## src/rtl/mole_scheduler_if.sv

```systemverilog
// Game-side bundle for mole_scheduler: enable/hit in, lamp, index, strobes
// and counters out.
interface mole_scheduler_if #(
  parameter int NUM_MOLES = 4
);
  logic                 enable;
  logic [NUM_MOLES-1:0] hit;
  logic [NUM_MOLES-1:0] mole_led;
  logic [3:0]           mole_idx;
  logic                 hit_pulse;
  logic                 miss_pulse;
  logic                 wrong_pulse;
  logic [7:0]           score;
  logic [7:0]           misses;

  modport master (
    output enable, hit,
    input  mole_led, mole_idx, hit_pulse, miss_pulse,
    input  wrong_pulse, score, misses
  );

  modport slave (
    input  enable, hit,
    output mole_led, mole_idx, hit_pulse, miss_pulse,
    output wrong_pulse, score, misses
  );
endinterface

```

## src/rtl/mole_scheduler.sv

```systemverilog
// Whack-a-mole scheduler: LFSR-picked mole, gap/hold timing, score keeping.
// Define MOLE_NO_REPEAT_EN to forbid the same mole twice in a row.
module mole_scheduler #(
  parameter int          NUM_MOLES   = 4,
  parameter int          HOLD_CYCLES = 25000000,
  parameter int          GAP_CYCLES  = 5000000,
  parameter logic [15:0] SEED        = 16'hACE1
) (
  input logic         clk,
  input logic         reset_n,
  mole_scheduler_if.slave bus
);

  localparam logic [15:0] SEED_EFF =
    (SEED == 16'h0) ? 16'hACE1 : SEED;
  localparam logic [31:0] GAP_LD  = 32'(GAP_CYCLES - 1);
  localparam logic [31:0] HOLD_LD = 32'(HOLD_CYCLES - 1);

  typedef enum logic [1:0] {
    IDLE,
    GAP,
    UP
  } state_e;

  state_e               state_q;
  logic [15:0]          lfsr_q;
  logic [15:0]          lfsr_d;
  logic [31:0]          cnt_q;
  logic [NUM_MOLES-1:0] led_q;
  logic [3:0]           idx_q;
  logic                 hit_q;
  logic                 miss_q;
  logic                 wrong_q;
  logic [7:0]           score_q;
  logic [7:0]           misses_q;

  logic [3:0] cand;
  logic       cnt_zero;
  logic       correct;
  logic       wrong;

  always_comb begin
    lfsr_d = {1'b0, lfsr_q[15:1]} ^
             (lfsr_q[0] ? 16'hB400 : 16'h0000);
    cand   = 4'(lfsr_q[7:0] % 8'(NUM_MOLES));
`ifdef MOLE_NO_REPEAT_EN
    if (cand == idx_q)
      cand = (cand == 4'(NUM_MOLES - 1)) ? 4'd0 : cand + 4'd1;
`endif
  end

  // led_q is one-hot on the live mole, so it doubles as the hit mask
  assign cnt_zero = (cnt_q == 32'd0);
  assign correct  = |(bus.hit & led_q);
  assign wrong    = |(bus.hit & ~led_q);

  always_ff @(posedge clk) begin
    if (!reset_n) begin
      state_q  <= IDLE;
      lfsr_q   <= SEED_EFF;
      cnt_q    <= '0;
      led_q    <= '0;
      idx_q    <= '0;
      hit_q    <= 1'b0;
      miss_q   <= 1'b0;
      wrong_q  <= 1'b0;
      score_q  <= '0;
      misses_q <= '0;
    end else begin
      lfsr_q  <= lfsr_d;
      hit_q   <= 1'b0;
      miss_q  <= 1'b0;
      wrong_q <= 1'b0;
      unique case (state_q)
        IDLE: begin
          led_q <= '0;
          if (bus.enable) begin
            state_q  <= GAP;
            cnt_q    <= GAP_LD;
            score_q  <= '0;
            misses_q <= '0;
          end
        end
        GAP: begin
          if (!bus.enable) begin
            state_q <= IDLE;
          end else if (cnt_zero) begin
            state_q <= UP;
            cnt_q   <= HOLD_LD;
            idx_q   <= cand;
            led_q   <= NUM_MOLES'(1) << cand;
          end else begin
            cnt_q <= cnt_q - 32'd1;
          end
        end
        UP: begin
          if (!bus.enable) begin
            state_q <= IDLE;
            led_q   <= '0;
          end else if (correct) begin
            state_q <= GAP;
            cnt_q   <= GAP_LD;
            led_q   <= '0;
            hit_q   <= 1'b1;
            if (score_q != 8'hFF)
              score_q <= score_q + 8'd1;
          end else if (cnt_zero) begin
            state_q <= GAP;
            cnt_q   <= GAP_LD;
            led_q   <= '0;
            miss_q  <= 1'b1;
            if (misses_q != 8'hFF)
              misses_q <= misses_q + 8'd1;
          end else begin
            cnt_q   <= cnt_q - 32'd1;
            wrong_q <= wrong;
          end
        end
        default: state_q <= IDLE;
      endcase
    end
  end

  assign bus.mole_led    = led_q;
  assign bus.mole_idx    = idx_q;
  assign bus.hit_pulse   = hit_q;
  assign bus.miss_pulse  = miss_q;
  assign bus.wrong_pulse = wrong_q;
  assign bus.score       = score_q;
  assign bus.misses      = misses_q;

endmodule

```

## src/flat_wrapper.sv

```systemverilog
// flat-port wrapper written by rule: the top's interface ports become plain ports
module mole_scheduler_flat 
#(
  parameter int          NUM_MOLES   = 4,
  parameter int          HOLD_CYCLES = 25000000,
  parameter int          GAP_CYCLES  = 5000000,
  parameter logic [15:0] SEED        = 16'hACE1
)
  (clk, reset_n, bus_enable, bus_hit, bus_mole_led, bus_mole_idx, bus_hit_pulse, bus_miss_pulse, bus_wrong_pulse, bus_score, bus_misses);
  mole_scheduler_if #(.NUM_MOLES(NUM_MOLES)) bus_i ();
  input logic clk;
  input logic reset_n;
  input wire logic [$bits(bus_i.enable)-1:0] bus_enable;
  input wire logic [$bits(bus_i.hit)-1:0] bus_hit;
  output wire logic [$bits(bus_i.mole_led)-1:0] bus_mole_led;
  output wire logic [$bits(bus_i.mole_idx)-1:0] bus_mole_idx;
  output wire logic [$bits(bus_i.hit_pulse)-1:0] bus_hit_pulse;
  output wire logic [$bits(bus_i.miss_pulse)-1:0] bus_miss_pulse;
  output wire logic [$bits(bus_i.wrong_pulse)-1:0] bus_wrong_pulse;
  output wire logic [$bits(bus_i.score)-1:0] bus_score;
  output wire logic [$bits(bus_i.misses)-1:0] bus_misses;
  assign bus_i.enable = bus_enable;
  assign bus_i.hit = bus_hit;
  assign bus_mole_led = bus_i.mole_led;
  assign bus_mole_idx = bus_i.mole_idx;
  assign bus_hit_pulse = bus_i.hit_pulse;
  assign bus_miss_pulse = bus_i.miss_pulse;
  assign bus_wrong_pulse = bus_i.wrong_pulse;
  assign bus_score = bus_i.score;
  assign bus_misses = bus_i.misses;
  mole_scheduler #(.NUM_MOLES(NUM_MOLES), .HOLD_CYCLES(HOLD_CYCLES), .GAP_CYCLES(GAP_CYCLES), .SEED(SEED)) u_core (.clk(clk), .reset_n(reset_n), .bus(bus_i));
endmodule
```

## config.mk

```make
export PLATFORM = sky130hd
export DESIGN_NAME = mole_scheduler_flat
export DESIGN_NICKNAME = d
export VERILOG_FILES = /design/src/rtl/mole_scheduler_if.sv /design/src/rtl/mole_scheduler.sv /design/src/flat_wrapper.sv
export SDC_FILE = /design/constraint.sdc
export NUM_CORES = 1
export LEC_CHECK = 0
export CORE_ASPECT_RATIO = 0.6
export CORE_MARGIN = 2
export CORE_UTILIZATION = 38
export DETAILED_ROUTE_END_ITERATION = 16
export DONT_BUFFER_PORTS = 1
export PLACE_DENSITY = 0.59
export SLEW_MARGIN = 20
export SYNTH_ARGS = -nofsm -noshare
export SYNTH_HDL_FRONTEND = slang
export SYNTH_SLANG_ARGS = --single-unit
export TNS_END_PERCENT = 1
```

## constraint.sdc

```tcl
create_clock -name clk -period 2.4 [get_ports clk]
set_clock_uncertainty 0.05 [all_clocks]
set_input_delay 0.12 -clock clk [delete_from_list [all_inputs] [get_ports clk]]
set_output_delay 0.12 -clock clk [all_outputs]
set_load 0.005 [all_outputs]
```

==> results.json <==
{
  "outcome": "complete, no violations",
  "crit_family": "simple AND/OR/NAND/NOR gates",
  "startpoint_type": "register",
  "yosys_warnings": 0,
  "synth_edf_count": 0,
  "io_pins": 34,
  "r2r_slack_ns": 0.12,
  "synthTopCellsByArea": "dfxtp_1, nor2_1, a21oi_1",
  "cpMaxStageDelayCell": "or4_4",
  "ir_drop_uv": 463,
  "yosysSeqAreaShare_pct": 38.4,
  "post_cts_buffers": 0,
  "crit_path_start": "u_core.cnt_q[24]$_SDFFE_PN0P_",
  "overflow": 0,
  "core_area_sq_mm": 0.00995,
  "worstHoldPathType": "in2reg",
  "cts_buffer_depth": 2,
  "fin_total_pwr_w": 0.00351,
  "relSlewSlack_pct": 66.8,
  "htreeDepth": 3,
  "synth_area_sq_mm": 0.00391,
  "critical-path-max-stage-delay_ns": 0.57,
  "diodes": 0,
  "clock_latency_ns": 0.34,
  "drive_above_1_share_pct": 16.4,
  "setup_tns_ns": 0,
  "r2r_start": "u_core.cnt_q[24]$_SDFFE_PN0P_",
  "place.gp.congestion": 0.908,
  "wirelength_um": 11100,
  "synth_cell_type_count": 56,
  "area_growth_pct": 17.7,
  "grt_pass1_wl_um": 18400,
  "fin_crit_sh_pct": 95.0,
  "die_h_um": 82.6,
  "final_antenna_net_count": 0,
  "wire_per_inst_um": 17.5,
  "start_util_pct": 39.3,
  "clk_pin_slew_ns": 0.06,
  "cts_sinks": 75,
  "die_x_um": 135,
  "rr_worst_depth": 5,
  "tightestPinTransition_ns": 0.492,
  "synth_top_area_cell": "dfxtp_1",
  "worst-path-stages": 5,
  "syn_area_per_cell_sq_um": 8.38,
  "grt_max_degree": 38,
  "dieArea_sq_mm": 0.0112,
  "power_density_mw_per_mm2": 763,
  "min_period_ns": 2.28,
  "cp_max_fo": 5,
  "drtIter0Drc": 272,
  "crit_type": "reg2reg",
  "timing.fmax_ghz": 0.438,
  "grt_pass1_vias": 3435,
  "via_count": 3730,
  "reg2reg_to": "u_core.bus.mole_led[3]$_SDFFE_PN0P_",
  "cts_tree": "done",
  "crit_buf_inv": 0,
  "cp.required_ns": 2.62,
  "drc": 0,
  "synth_top_area_share_pct": 38.4,
  "hold_violations": 0,
  "drv_cap": 0,
  "p_leak_nw": 1.67,
  "viasPerCell": 5.88,
  "firstDrtPassIters": 5,
  "synth_flop_cell": "dfxtp_1",
  "setup.worst_path.end": "u_core.bus.mole_led[3]$_SDFFE_PN0P_",
  "slew_viol_final": 0,
  "core.rowCount": 28,
  "setup_viol": 0,
  "track_usage_pct": 21.3,
  "cp_cell_sequence": "or3_1 > or4_4 > nor3_4 > a31o_2 > mux2i_1",
  "nets": 508,
  "cts_root_buf": "clkbuf_16",
  "async_reset_ff_share_pct": 0,
  "synthCells": 467,
  "antenna_found_initial": 0,
  "cp-end-kind": "register",
  "postLayoutCoreUtil_pct": 46.3,
  "worstPathArrival_ns": 2.50,
  "portBuffers": 0,
  "synth_seq_cells": 75,
  "cts_made_buffers": 9,
  "hpwlAfterDp_um": 8100
}
[synthesized netlist by cell type, types with 6 or more instances]
cell type	count
a211oi_1	6
a21oi_1	24
a31o_2	6
a31oi_1	14
and2_1	8
and3_1	8
clkbuf_1	20
dfxtp_1	75
ha_1	7
inv_1	19
mux2i_1	6
nand2_1	30
nand2b_1	11
nand3_1	24
nand4_1	14
nor2_1	33
nor3_1	19
nor4_1	8
o21a_1	7
o21ai_0	18
o311ai_0	7
o31ai_1	7
o41ai_1	6
or3_1	9
or4_1	9
xnor2_1	8
[final cells by class]
cell class                 count  area (sq um)
timing repair buffer          44           350
clock buffer                   9           225
clock inverter                 7          57.6
fill                         997          5340
sequential                    75          1500
multi-input combinational    345          2230
inverter                      19          71.3
tap                          135           169
[registers in the layout, summed over array words and instances, names as in the netlist]
name	count
u_core.cnt_q	32
u_core.lfsr_q	16
u_core.bus.misses	8
u_core.bus.score	8
u_core.bus.mole_led	4
u_core.bus.mole_idx	2
u_core.state_q	2
u_core.bus.hit_pulse	1
u_core.bus.miss_pulse	1
u_core.bus.wrong_pulse	1
[per-layer routing]
layer	track usage, %	vias up	wire, um
met5	0	-	0
met4	5.31	0	87
met3	6.90	7	1070
met2	29.7	114	4460
met1	31.3	1790	5480
li1	-	1819	-
[timing repair]
action                                  4_1_cts  5_1_grt
endpoints found under the setup margin        0       24
gates resized for setup                       0        6
hold endpoints to repair                     42        0
hold buffers                                  4        0
[kinds of logic (layout without fill, tap and decap cells)]
kind of cell | after synthesis | after routing | share of synthesized area (%)
simple gates | 196 | 196 | 28.4
other cells | 1 | 2 | 0.0958
flops | 75 | 75 | 38.4
buf+inv | 48 | 79 | 5.12
compound gates | 122 | 122 | 21.6
xor+xnor | 12 | 12 | 2.69
fa+ha+maj | 7 | 7 | 2.24
mux | 6 | 6 | 1.54
[layout by cell type, fill, tap and decap left out, types with 11 or more instances in the layout]
master / Yosys / layout
nand2_1: 30 / 30
nor3_1: 19 / 19
inv_1: 19 / 19
nand2b_1: 11 / 11
a21oi_1: 24 / 24
dfxtp_1: 75 / 74
nand3_1: 24 / 23
a31oi_1: 14 / 14
nand4_1: 14 / 14
buf_4: 2 / 40
nor2_1: 33 / 33
o21ai_0: 18 / 18
[worst min-delay path by stage]
stage	from	end	slack, ns	cells past startpoint
2_1_floorplan	u_core.lfsr_q[12]$_SDFF_PN0_	u_core.lfsr_q[11]$_SDFF_PN1_	0.34	1
3_3_place_gp	reset_n	u_core.lfsr_q[13]$_SDFF_PN1_	0.14	1
3_5_place_dp	reset_n	u_core.lfsr_q[13]$_SDFF_PN1_	0.14	1
4_1_cts	reset_n	u_core.bus.score[4]$_SDFFE_PN0P_	0.004	2
5_1_grt	reset_n	u_core.bus.score[6]$_SDFFE_PN0P_	0.05	2
6_report	reset_n	u_core.bus.score[4]$_SDFFE_PN0P_	0.02	2
[per-stage QoR]
stage / hold slack [ns] / worst slack (ns) / cells / cell area [sq um]
2_1_floorplan: 0.336 / 0.138 / 468 / 3920
3_3_place_gp: 0.140 / 0.147 / 614 / 4260
3_5_place_dp: 0.143 / 0.0660 / 614 / 4260
4_1_cts: 0.00355 / 0.0653 / 634 / 4590
5_1_grt: 0.0470 / -0.0487 / 634 / 4610
6_report: 0.0157 / 0.119 / 634 / 4610
[power by group]
group	switching [W]	total, W	leakage [nW]	internal, W
logic	0.000465	0.000814	0.924	0.000349
clock network	0.000578	0.00129	0.129	0.000714
registers	0.0000904	0.00141	0.613	0.00132
total	0.00113	0.00351	1.67	0.00238
Note: power is estimated with default switching activity, not from simulation.
